[src/rtl/isa_shared_pkg.sv]
// isa_shared: immediate-format encodings shared by the decode stage and its users
package isa_shared;
  typedef enum logic [2:0] {
    IMM_I     = 3'd0,
    IMM_S     = 3'd1,
    IMM_B     = 3'd2,
    IMM_U     = 3'd3,
    IMM_J     = 3'd4,
    IMM_SHAMT = 3'd5,
    IMM_ZIMM  = 3'd6,
    IMM_RSVD  = 3'd7
  } imm_op_e;
  localparam imm_op_e IMM_3120 = IMM_I;
endpackage

[src/rtl/imm_decode.sv]
// imm_decode: combinational immediate extraction; ports: instruction/imm_op in, imm/illegal out
module imm_decode
  import isa_shared::*;
#(
  parameter int DATA_WIDTH = 32
) (
  input  logic [31:0]           instruction,
  input  logic [2:0]            imm_op,
  output logic [DATA_WIDTH-1:0] imm,
  output logic                  illegal
);
  logic s;
  logic unused_opcode;
  assign s = instruction[31];
  assign unused_opcode = ^instruction[6:0];
  assign illegal = imm_op == IMM_RSVD;
  assign imm =
    imm_op == IMM_I     ? {{(DATA_WIDTH-12){s}}, instruction[31:20]} :
    imm_op == IMM_S     ? {{(DATA_WIDTH-12){s}}, instruction[31:25], instruction[11:7]} :
    imm_op == IMM_B     ? {{(DATA_WIDTH-13){s}}, instruction[31], instruction[7], instruction[30:25], instruction[11:8], 1'b0} :
    imm_op == IMM_U     ? {{(DATA_WIDTH-32){s}}, instruction[31:12], 12'b0} :
    imm_op == IMM_J     ? {{(DATA_WIDTH-21){s}}, instruction[31], instruction[19:12], instruction[20], instruction[30:21], 1'b0} :
    imm_op == IMM_SHAMT ? {{(DATA_WIDTH-6){1'b0}}, DATA_WIDTH == 64 ? instruction[25] : 1'b0, instruction[24:20]} :
    imm_op == IMM_ZIMM  ? {{(DATA_WIDTH-5){1'b0}}, instruction[19:15]} :
                          '0;
endmodule

[src/rtl/imm_gen_stage.sv]
// imm_gen_stage: immediate decode followed by a 2-entry skid buffer; valid/ready in, valid/ready out with imm, tag, illegal
module imm_gen_stage #(
  parameter int DATA_WIDTH = 32,
  parameter int TAG_WIDTH  = 32
) (
  input  logic                  clk,
  input  logic                  rst,
  input  logic                  in_valid,
  output logic                  in_ready,
  input  logic [31:0]           instruction,
  input  logic [2:0]            imm_op,
  input  logic [TAG_WIDTH-1:0]  in_tag,
  output logic                  out_valid,
  input  logic                  out_ready,
  output logic [DATA_WIDTH-1:0] imm_data,
  output logic [TAG_WIDTH-1:0]  out_tag,
  output logic                  imm_illegal
);
  localparam int EW = DATA_WIDTH + TAG_WIDTH + 1;
  logic [DATA_WIDTH-1:0] dec_imm;
  logic                  dec_ill;
  logic [EW-1:0]         in_e, out_q, out_d, skid_q, skid_d;
  logic                  out_valid_q, out_valid_d, skid_valid_q, skid_valid_d, in_ready_q;
  logic                  acc, dlv;
  imm_decode #(.DATA_WIDTH(DATA_WIDTH)) u_dec (
    .instruction(instruction),
    .imm_op     (imm_op),
    .imm        (dec_imm),
    .illegal    (dec_ill)
  );
  assign in_e = {dec_ill, in_tag, dec_imm};
  assign acc  = in_valid && in_ready_q;
  assign dlv  = out_valid_q && out_ready;
  always_comb begin
    out_d        = out_q;
    skid_d       = skid_q;
    out_valid_d  = out_valid_q;
    skid_valid_d = skid_valid_q;
    if (skid_valid_q && dlv) begin
      out_d        = skid_q;
      skid_valid_d = 1'b0;
    end else if (acc && (!out_valid_q || dlv)) begin
      out_d       = in_e;
      out_valid_d = 1'b1;
    end else if (acc) begin
      skid_d       = in_e;
      skid_valid_d = 1'b1;
    end else if (dlv) begin
      out_valid_d = 1'b0;
    end
  end
  always_ff @(posedge clk) begin
    if (rst) begin
      out_q        <= '0;
      skid_q       <= '0;
      out_valid_q  <= 1'b0;
      skid_valid_q <= 1'b0;
      in_ready_q   <= 1'b1;
    end else begin
      out_q        <= out_d;
      skid_q       <= skid_d;
      out_valid_q  <= out_valid_d;
      skid_valid_q <= skid_valid_d;
      in_ready_q   <= !skid_valid_d;
    end
  end
  assign in_ready  = in_ready_q;
  assign out_valid = out_valid_q;
  assign {imm_illegal, out_tag, imm_data} = out_q;
endmodule

[config.mk]
export PLATFORM = sky130hd
export DESIGN_NAME = imm_gen_stage
export DESIGN_NICKNAME = d
export VERILOG_FILES = /design/src/rtl/isa_shared_pkg.sv /design/src/rtl/imm_decode.sv /design/src/rtl/imm_gen_stage.sv
export SDC_FILE = /design/constraint.sdc
export NUM_CORES = 1
export LEC_CHECK = 0
export ABC_AREA = 1
export BUFFER_PORTS_ARGS = -buffer_cell sky130_fd_sc_hd__clkbuf_2
export CAP_MARGIN = 30
export CORE_MARGIN = 3
export CORE_UTILIZATION = 25
export CTS_CLUSTER_SIZE = 14
export DETAILED_ROUTE_END_ITERATION = 8
export SLEW_MARGIN = 20
export SYNTH_ARGS = -nofsm -noshare
export SYNTH_HDL_FRONTEND = slang
export SYNTH_SLANG_ARGS = --single-unit
export TNS_END_PERCENT = 50
[constraint.sdc]
create_clock -name clk -period 2 [get_ports clk]
set_input_delay 0.4 -clock clk [delete_from_list [all_inputs] [get_ports clk]]
set_output_delay 0.4 -clock clk [all_outputs]
set_load 0.005 [all_outputs]
==> flow_summary.toml, run 1 <==
[run_status]
status = "finished clean"

[global_routing]
grt_pass1_wl_um = 27100
grt_max_degree = 69
gr-usage-all-layers_pct = 13.9
first_global_vias = 5086
antenna_found_initial = 1
met2_usage_pct = 22.0
grtUsageMet1_pct = 18.3
top_usage_layer = "met2"
gr-total-overflow = 0
met3_usage_pct = 4.29

[detailed_routing]
remaining_drc_errors = 0
drt_iter0_markers = 327
num_vias = 5495
avgRoutedWirePerCell_um = 14.7
via_per_inst = 4.67
dr.pass1.iters = 5
postRouteAntennaNets = 0
wirelength_um = 17200

[hold_path]
hold_class = "in2reg"
whs_path_depth = 3
hold_start = "instruction[13]"
whs_endpoint = "skid_q[13]$_SDFFE_PP0P_"

[yosys]
synthMuxAreaShare_pct = 0
synth_top_cell_by_area = "dfxtp_1"
synth_nets = 846
synth_cells = 775
yosysWarnings = 0
synth_top_family_by_area = "compound AO/OA/AOI/OAI gates"
synth-seq-cells = 133
synth_simple_gate_area_share_pct = 15.8
synth.distinct_cells = 24
syn_avg_cell_area_um2 = 7.29
netlist_area_um2 = 5650
synth_compound_gate_area_share_pct = 27.4
synth_xor_area_share_pct = 0
synth_area_leaders = "dfxtp_1 (47%), a21oi_1 (15%), o21ai_0 (10%)"
yosys.area.top_type_share_pct = 47.1
seq_area_frac_synth_pct = 47.1
synthAdderAreaFrac_pct = 0

[pwr]
combPwrFrac_pct = 12.1
p_clk_share_pct = 44.5
share_seq_of_total_power_pct = 43.4
switching_share_pct = 27.7
ir_worst_vdd_v = 0.000456
p_leak_nw = 3.16
power.switching_mw = 1.87
p_total_mw = 6.74
internal-power_mw = 4.87
power_density_nw_per_um2 = 945

[floorplan]
design.core.area_um2 = 22000
die_x_um = 156
top_level_ports = 138
num_rows = 54
start_util_pct = 25.7
die_height_um = 156
dieArea_um2 = 24500

[setup_path]
crit_family = "simple AND/OR/NAND/NOR gates"
cp_common_cell = "nor2_1"
endpoint_kind = "flop"
r2r-start = "out_valid$_SDFFE_PP0P_"
path_class = "reg2reg"
ff2ff_path_depth = 8
rrSetupSlack_ns = 0.42
max_stage_delay_ns = 0.38
cpMaxStageDelayCell = "dfxtp_1"
cp-start-kind = "flop"
crit_path_max_fanout = 41
cp_cell_sequence = "inv_2 -> or2_4 -> nor2_8 -> buf_4 -> nor2_1 -> nor2_1 -> o21ai_0 -> inv_1"
path_buf_inv = 3
critPathArrivalTime_ns = 1.94
required_ns = 2.36
r2r_end = "skid_q[25]$_SDFFE_PP0P_"

[cts]
cts_made_buffers = 17
htree_levels = 4
ctsHoldBuffers = 0
clock_sinks = 133
clk_latency_ns = 0.42
tritoncts = "yes"
root_buffer = "clkbuf_16"
clock_path_buffers = 2
path_clk_slew_ns = 0.07
post_cts_resized = 0
post_cts_buffers = 0

[job]
max_cap_violations = 0

[timing]
hold_viol_final = 0
max_freq_ghz = 0.634
fin_worst_skew_ns = 0.00869
slew_violations = 0
fin_crit_sh_pct = 78.9
max_slew_margin_pct = 61.9
fin_setup_tns_ns = 0
min_period_ns = 1.58
worst_pin_slew_ns = 0.571
report.final.setup_viol = 0
rsz0062_at_grt = "no"

[placed_design]
dpl_cell_area_um2 = 6570
port-buffer-count = 130
hpwl_um = 11000
gp_congestion = 0.824

[layout]
antenna_cells = 0
stdcell_area_um2 = 7130
n_fill_cell = 2391
synthToLayoutAreaGrowth_pct = 26.1
drive_gt1_share_pct = 22.1
final_util_pct = 32.4
final_nets = 954
[registers in the layout (all words and copies together) (netlist names)]
| signal | count |
|---|---|
| out_q | 65 |
| skid_q | 65 |
| in_ready | 1 |
| out_valid | 1 |
| skid_valid_q | 1 |
[power groups by stage]
stage | logic [mW] | clock network, mW | registers (mW)
after floorplan | 0.468 | 0 | 2.97
after global placement | 0.813 | 0 | 2.98
after detailed placement | 0.816 | 0 | 2.98
after CTS | 0.822 | 3.08 | 2.93
after global routing | 0.919 | 3.21 | 2.94
final | 0.813 | 3.00 | 2.92
[metrics by stage]
stage                     hold slack [ns]  setup WS (ns)  std cells
after floorplan                     0.424          0.633        775
after global placement              0.431          0.152       1144
after detailed placement            0.435          0.123       1144
after CTS                           0.233          0.374       1176
after global routing                0.245          0.258       1176
final                               0.248          0.422       1176
[cell type report]
cell class | count | area (um^2) | share of cell area, %
flip-flops and latches | 133 | 2660 | 37.3
multi-input cells | 521 | 2450 | 34.3
repair buffers | 150 | 888 | 12.5
clock buffers | 18 | 429 | 6.02
well taps | 280 | 350 | 4.91
inverters | 60 | 225 | 3.16
clock inverters | 14 | 128 | 1.79
[worst register-to-register path: cells and delay by family (launching register included)]
family | cells | cell delay, ns
buffers and inverters | 3 | 0.49
AND/OR/NAND/NOR | 4 | 0.57
flip-flops | 1 | 0.38
AO/OA/AOI/OAI | 1 | 0.09
[logic make-up after synthesis]
family                 count (synthesis)
AO/OA/AOI/OAI                        306
AND/OR/NAND/NOR                      215
flip-flops                           133
buffers and inverters                121
[cell usage in the layout (no fill, tap or decap), types with 2 or more instances in the layout]
cell / instances
a21oi_1: 166
dfxtp_1: 133
clkbuf_2: 130
nand2_1: 120
o21ai_0: 118
inv_1: 52
nor2_1: 51
nand3_1: 32
clkbuf_16: 17
buf_4: 13
o21ai_1: 12
inv_2: 8
a31oi_1: 8
buf_12: 7
nand2_2: 4
clkinvlp_4: 4
inv_6: 4
clkinv_2: 3
nand4_1: 2
clkinv_4: 2
[metal layers]
| metal | part of all wire, % | vias to the layer above |
|---|---|---|
| li1 | - | 2803 |
| met1 | 47 | 2532 |
| met2 | 45 | 143 |
| met3 | 6.1 | 15 |
| met4 | 0.95 | 2 |
| met5 | 0.12 | - |
[cell usage after synthesis (all sizes together)]
| cell | number |
|---|---|
| a31oi | 8 |
| nand2 | 124 |
| nor2 | 54 |
| nand4 | 2 |
| nor3 | 1 |
| or2 | 1 |
| buf | 28 |
| inv | 60 |
| o211ai | 1 |
| dfxtp | 133 |
| nand3 | 33 |
| a21oi | 166 |
| clkbuf | 33 |
| a21boi | 1 |
| o21ai | 130 |
[how the worst max path moves through the flow]
stage	endpoint	slack [ns]	startpoint	cells past startpoint
after floorplan	out_q[10]$_SDFFE_PP0P_	0.63	in_valid	8
after global placement	out_q[28]$_SDFFE_PP0P_	0.15	imm_op[1]	8
after detailed placement	out_q[28]$_SDFFE_PP0P_	0.12	imm_op[1]	8
after CTS	out_q[64]$_SDFFE_PP0P_	0.37	in_ready$_SDFF_PP1_	8
after global routing	skid_q[32]$_SDFFE_PP0P_	0.26	out_valid$_SDFFE_PP0P_	7
final	skid_q[25]$_SDFFE_PP0P_	0.42	out_valid$_SDFFE_PP0P_	8
(Power assumes the default switching activity.)
==> inputs of run 2 (changes only) <==
- clock period: 2 -> 1.6 ns (I/O delays scaled with it)
==> run 2 against run 1 <==
  * Combinational power increased by 32%
  * Critical endpoint is now out_q[26]$_SDFFE_PP0P_
  * Wire length grew 0.83%
  * Non-clock buffer count grew 5
  * Critical path type unchanged
  * Largest power group unchanged
  * Clock skew up 0.0043 ns
==> flow_summary.toml, run 2 (synthesis gave the netlist of run 1 again) <==
[run_status]
status = "finished clean"

[detailed_routing]
avgRoutedWirePerCell_um = 14.7
postRouteAntennaNets = 0
drt_iter0_markers = 309
dr.pass1.iters = 6
remaining_drc_errors = 0
num_vias = 5518
via_per_inst = 4.67
wirelength_um = 17400

[timing]
setup_slack_ns = 0.174
holdWs_ns = 0.180
max_slew_margin_pct = 69.6
rsz0062_at_grt = "no"
worst_pin_slew_ns = 0.457
slew_violations = 0
report.final.setup_viol = 0
fin_setup_tns_ns = 0
max_freq_ghz = 0.701
hold_viol_final = 0
fin_crit_sh_pct = 89.1
fin_worst_skew_ns = 0.0129
min_period_ns = 1.43

[pwr]
ir_worst_vdd_v = 0.000595
power_density_nw_per_um2 = 1240
p_leak_nw = 3.25

[global_routing]
grt_pass1_wl_um = 27400
gr-usage-all-layers_pct = 13.8
grt_max_degree = 118
gr-total-overflow = 0
antenna_found_initial = 0
first_global_vias = 5232

[cts]
clock_sinks = 133
root_buffer = "clkbuf_16"
path_clk_slew_ns = 0.07
clk_latency_ns = 0.42
ctsHoldBuffers = 0
clock_path_buffers = 2
cts_made_buffers = 17
htree_levels = 4
tritoncts = "yes"

[placed_design]
dpl_cell_area_um2 = 6630
placedCellCount = 1146
pre_cts_ws_ns = 0.0254
port-buffer-count = 130
gp_congestion = 0.798
hpwl_um = 10800

[floorplan]
dieArea_um2 = 24500
top_level_ports = 138
num_rows = 54
start_util_pct = 25.7
die_x_um = 156
design.core.area_um2 = 22000
die_height_um = 156

[layout]
layout_commonest_cell = "a21oi_1"
final_nets = 959
final_cell_mix = "a21oi_1 (166), dfxtp_1 (133), clkbuf_2 (130), nand2_1 (120), o21ai_0 (118)"
fin_cells = 1181
antenna_cells = 0
synthToLayoutAreaGrowth_pct = 29.3
drive_gt1_share_pct = 22.5
top_regs = "out_q x65, skid_q x65"
stdcell_area_um2 = 7310

[setup_path]
path_class = "reg2reg"
ff2ff_path_depth = 7
required_ns = 1.89
critPathArrivalTime_ns = 1.72
cp-start-kind = "flop"
endpoint_kind = "flop"
crit_path_max_fanout = 26

[job]
max_cap_violations = 0

[hold_path]
hold_class = "in2reg"
whs_path_depth = 3
[run 2: cell types whose count changed in the layout (fill, tap and decap cells not counted)]
cell	delta
buf_12	+3
inv_6	+1
bufinv_16	+3
buf_4	+1
inv_8	+3
clkinv_2	-3
clkinv_4	-2
clkinvlp_4	-2
clkbuf_16	+1
inv_2	-1
inv_4	+1
[run 2: path summary, 6_finish.rpt]
path | slack (ns) | from | to
worst max-delay path | 0.17 | out_valid$_SDFFE_PP0P_ | out_q[26]$_SDFFE_PP0P_
worst min-delay path | 0.18 | instruction[13] | skid_q[13]$_SDFFE_PP0P_
worst max register to register | 0.17 | out_valid$_SDFFE_PP0P_ | out_q[26]$_SDFFE_PP0P_
worst min register to register | 0.44 | skid_q[42]$_SDFFE_PP0P_ | skid_q[42]$_SDFFE_PP0P_
[run 2: repair_timing]
action | in CTS | in global routing
gates resized for setup | 0 | 1
endpoints found under the setup margin | 0 | 22
setup buffers | 0 | 2
[run 2: per-stage QoR]
stage	total power [mW]	utilization, %
6_report	9.03	33.2
5_1_grt	9.42	33.2
4_1_cts	9.12	33.0
3_5_place_dp	4.77	30.1
3_3_place_gp	4.76	30.1
2_1_floorplan	4.30	-
[run 2: power by group]
group / internal (mW) / leakage, nW / switching, mW
Sequential: 3.54 / 1.09 / 0.115
Combinational: 0.431 / 1.85 / 0.636
Clock: 2.67 / 0.308 / 1.65
[run 2: area by class of cell]
type / count / area [um^2]
clock buffer: 18 / 429
clock inverter: 14 / 213
fill: 2366 / 14700
inverter: 60 / 228
multi-input combinational: 521 / 2450
sequential: 133 / 2660
tap: 280 / 350
timing repair buffer: 155 / 981
[run 2: metal layers]
layer,track usage (%),up-vias,wire (um),part of all wire (%)
li1,-,2810,-,-
met1,18.6,2545,8250,47
met2,21.7,151,7860,45
met3,3.90,12,1040,6.0
met4,4.21,0,228,1.3
met5,0,-,0,0
[run 2: worst max-delay path: stages (launching register included)]
cell,delay (ns)
dfxtp_1,0.38
inv_2,0.05
or2_4,0.26
nand2_2,0.11
inv_4,0.06
clkbuf_16,0.20
o21ai_0,0.19
a21oi_1,0.05
==> inputs of run 3 (changes only) <==
- CTS_BUF_LIST: not set -> sky130_fd_sc_hd__clkbuf_16
- SLEW_MARGIN: 20 -> 5
- SYNTH_HIERARCHICAL: not set -> 1
==> run 3 against run 2 <==
  * Final cell count rose by 14%
  * Synthesized cell count increased by 18%
  * Maximum frequency shrank 5.4%
  * Critical path type is now reg2out
==> flow_summary.toml, run 3 <==
[layout]
top_regs = "out_q x65, skid_q x65"
final_cell_mix = "nand2_1 (306), nor2_1 (141), dfxtp_1 (131), clkbuf_2 (130), nand4_1 (77)"
final_nets = 1091
layout_commonest_cell = "nand2_1"
antenna_cells = 0
drive_gt1_share_pct = 20.2
synthToLayoutAreaGrowth_pct = 28.2
final_util_pct = 33.0

[cts]
cts_made_buffers = 17
path_clk_slew_ns = 0.06
clk_latency_ns = 0.42
clock_sinks = 133
root_buffer = "clkbuf_16"
clock_path_buffers = 2
tritoncts = "yes"
htree_levels = 4

[pwr]
share_seq_of_total_power_pct = 39.3
p_clk_share_pct = 48.7
p_leak_nw = 3.72
power.switching_mw = 2.29
switching_share_pct = 25.2
combPwrFrac_pct = 12.0
power_density_nw_per_um2 = 1160
internal-power_mw = 6.79
ir_worst_vdd_v = 0.000630

[setup_path]
endpoint_kind = "output port"
worstSetupStartpoint = "out_valid$_SDFFE_PP0P_"
rrSetupSlack_ns = 0.15
crit_path_max_fanout = 33
cp-start-kind = "flop"
r2r_end = "out_q[0]$_SDFFE_PP0P_"
required_ns = 1.28
r2r-start = "in_ready$_SDFF_PP1_"
critPathArrivalTime_ns = 1.19
crit_end = "out_valid"
path_class = "reg2out"
ff2ff_path_depth = 7

[detailed_routing]
num_vias = 6348
remaining_drc_errors = 0
via_per_inst = 4.70
wirelength_um = 19900
postRouteAntennaNets = 0
drt_iter0_markers = 297
avgRoutedWirePerCell_um = 14.7
dr.pass1.iters = 5

[timing]
report.final.setup_viol = 0
max_freq_ghz = 0.664
max_slew_margin_pct = 69.0
min_period_ns = 1.51
rsz0062_at_grt = "no"
fin_crit_sh_pct = 94.2
slew_violations = 0
worst_pin_slew_ns = 0.465
hold_viol_final = 0
fin_worst_skew_ns = 0.0108
fin_setup_tns_ns = 0

[floorplan]
top_level_ports = 138
start_util_pct = 25.7
die_x_um = 162
design.core.area_um2 = 23800
die_height_um = 162
num_rows = 56
dieArea_um2 = 26300

[global_routing]
gr-total-overflow = 0
grt_pass1_wl_um = 32700
gr-usage-all-layers_pct = 15.4
antenna_found_initial = 2
first_global_vias = 6178
grt_max_degree = 67

[yosys]
synthArstFlopShare_pct = 0
synth_nets = 984
synth_top_cell_by_area = "dfxtp_1"
synth_common_cells = "nand2_1 (307), nor2_1 (141), dfxtp_1 (133)"
seq_area_frac_synth_pct = 43.6
netlist_area_um2 = 6110
synth-seq-cells = 133
yosys.area.top_type_share_pct = 43.6
syn_avg_cell_area_um2 = 6.69
synth_edf_count = 0
synth.distinct_cells = 20
synth_area_leaders = "dfxtp_1 (44%), nand2_1 (19%), nor2_1 (8.7%)"
synth_cells = 913
synth_ff_type = "dfxtp_1"
synth.most_common_cell = "nand2_1"
yosysWarnings = 6

[run_status]
status = "finished clean"

[placed_design]
port-buffer-count = 130
gp_congestion = 0.913
hpwl_um = 13100

[job]
max_cap_violations = 0

[hold_path]
hold_class = "in2reg"
run 3: cell count changes after synthesis, moves of 12 or more:
cell,change
o21ai_1,-12
buf_2,+32
a21oi_1,-101
nand3_1,-18
o21ai_0,-45
nor2_1,+90
nand4_1,+75
inv_1,-41
nand2_1,+187
run 3: power groups by stage:
| stage | clock network, mW | logic [mW] | registers (mW) |
|---|---|---|---|
| detailed placement | 0 | 1.09 | 3.64 |
| global placement | 0 | 1.09 | 3.63 |
| CTS | 4.53 | 1.10 | 3.57 |
| floorplan | 0 | 0.626 | 3.64 |
| global route | 4.67 | 1.24 | 3.59 |
| finish | 4.42 | 1.09 | 3.57 |
run 3: per-layer routing:
layer  GRT usage, %  up-vias  part of all wire [%]
met5              0        -                  0.12
met4           4.34        4                   1.5
met3           4.90       22                   6.8
met2           24.0      176                    45
met1           20.4     2942                    47
li1               -     3204                     -
run 3: worst max-delay path: stages (launching register included):
cell and delay, ns:
dfxtp_2 0.39, buf_12 0.23, clkbuf_2 0.15
run 3: logic make-up (layout without fill, tap and decap cells):
group	count (synthesis)	count (layout)	share of synthesized area (%)
buffers and inverters	93	212	7.07
flip-flops	133	133	43.6
AO/OA/AOI/OAI	141	141	11.8
AND/OR/NAND/NOR	546	546	37.5
run 3: cell type report:
cell class / instances / area, um^2
Sequential cell: 133 / 2670
Fill cell: 2607 / 15900
Inverter: 18 / 70.1
Clock buffer: 17 / 425
Clock inverter: 14 / 235
Timing Repair Buffer: 163 / 1010
Tap cell: 319 / 399
Multi-Input combinational cell: 687 / 3030
run 3: how the worst min path moves through the flow:
stage / from / end / cells after the start
finish: in_tag[25] / skid_q[57]$_SDFFE_PP0P_ / 3
global route: in_tag[29] / skid_q[61]$_SDFFE_PP0P_ / 3
CTS: in_tag[25] / skid_q[57]$_SDFFE_PP0P_ / 3
detailed placement: out_q[36]$_SDFFE_PP0P_ / out_q[36]$_SDFFE_PP0P_ / 2
global placement: out_q[20]$_SDFFE_PP0P_ / out_q[20]$_SDFFE_PP0P_ / 2
floorplan: in_tag[0] / skid_q[32]$_SDFFE_PP0P_ / 2
run 3: per-stage QoR:
stage / hold slack, ns / instance area (um^2) / power (mW) / std cells / setup slack, ns
2_1_floorplan: 0.455 / 6110 / 4.26 / 913 / 0.301
3_3_place_gp: 0.454 / 7160 / 4.72 / 1320 / 0.122
3_5_place_dp: 0.456 / 7160 / 4.73 / 1320 / 0.0828
4_1_cts: 0.126 / 7830 / 9.20 / 1351 / 0.0174
5_1_grt: 0.143 / 7830 / 9.50 / 1351 / 0.00994
6_report: 0.146 / 7830 / 9.08 / 1351 / 0.0932
run 3: what timing repair did:
item / CTS / global route
hold buffers: 0 / 0
resized for setup: 2 / 1
endpoints found under the setup margin: 1 / 1
setup buffers: 0 / 0
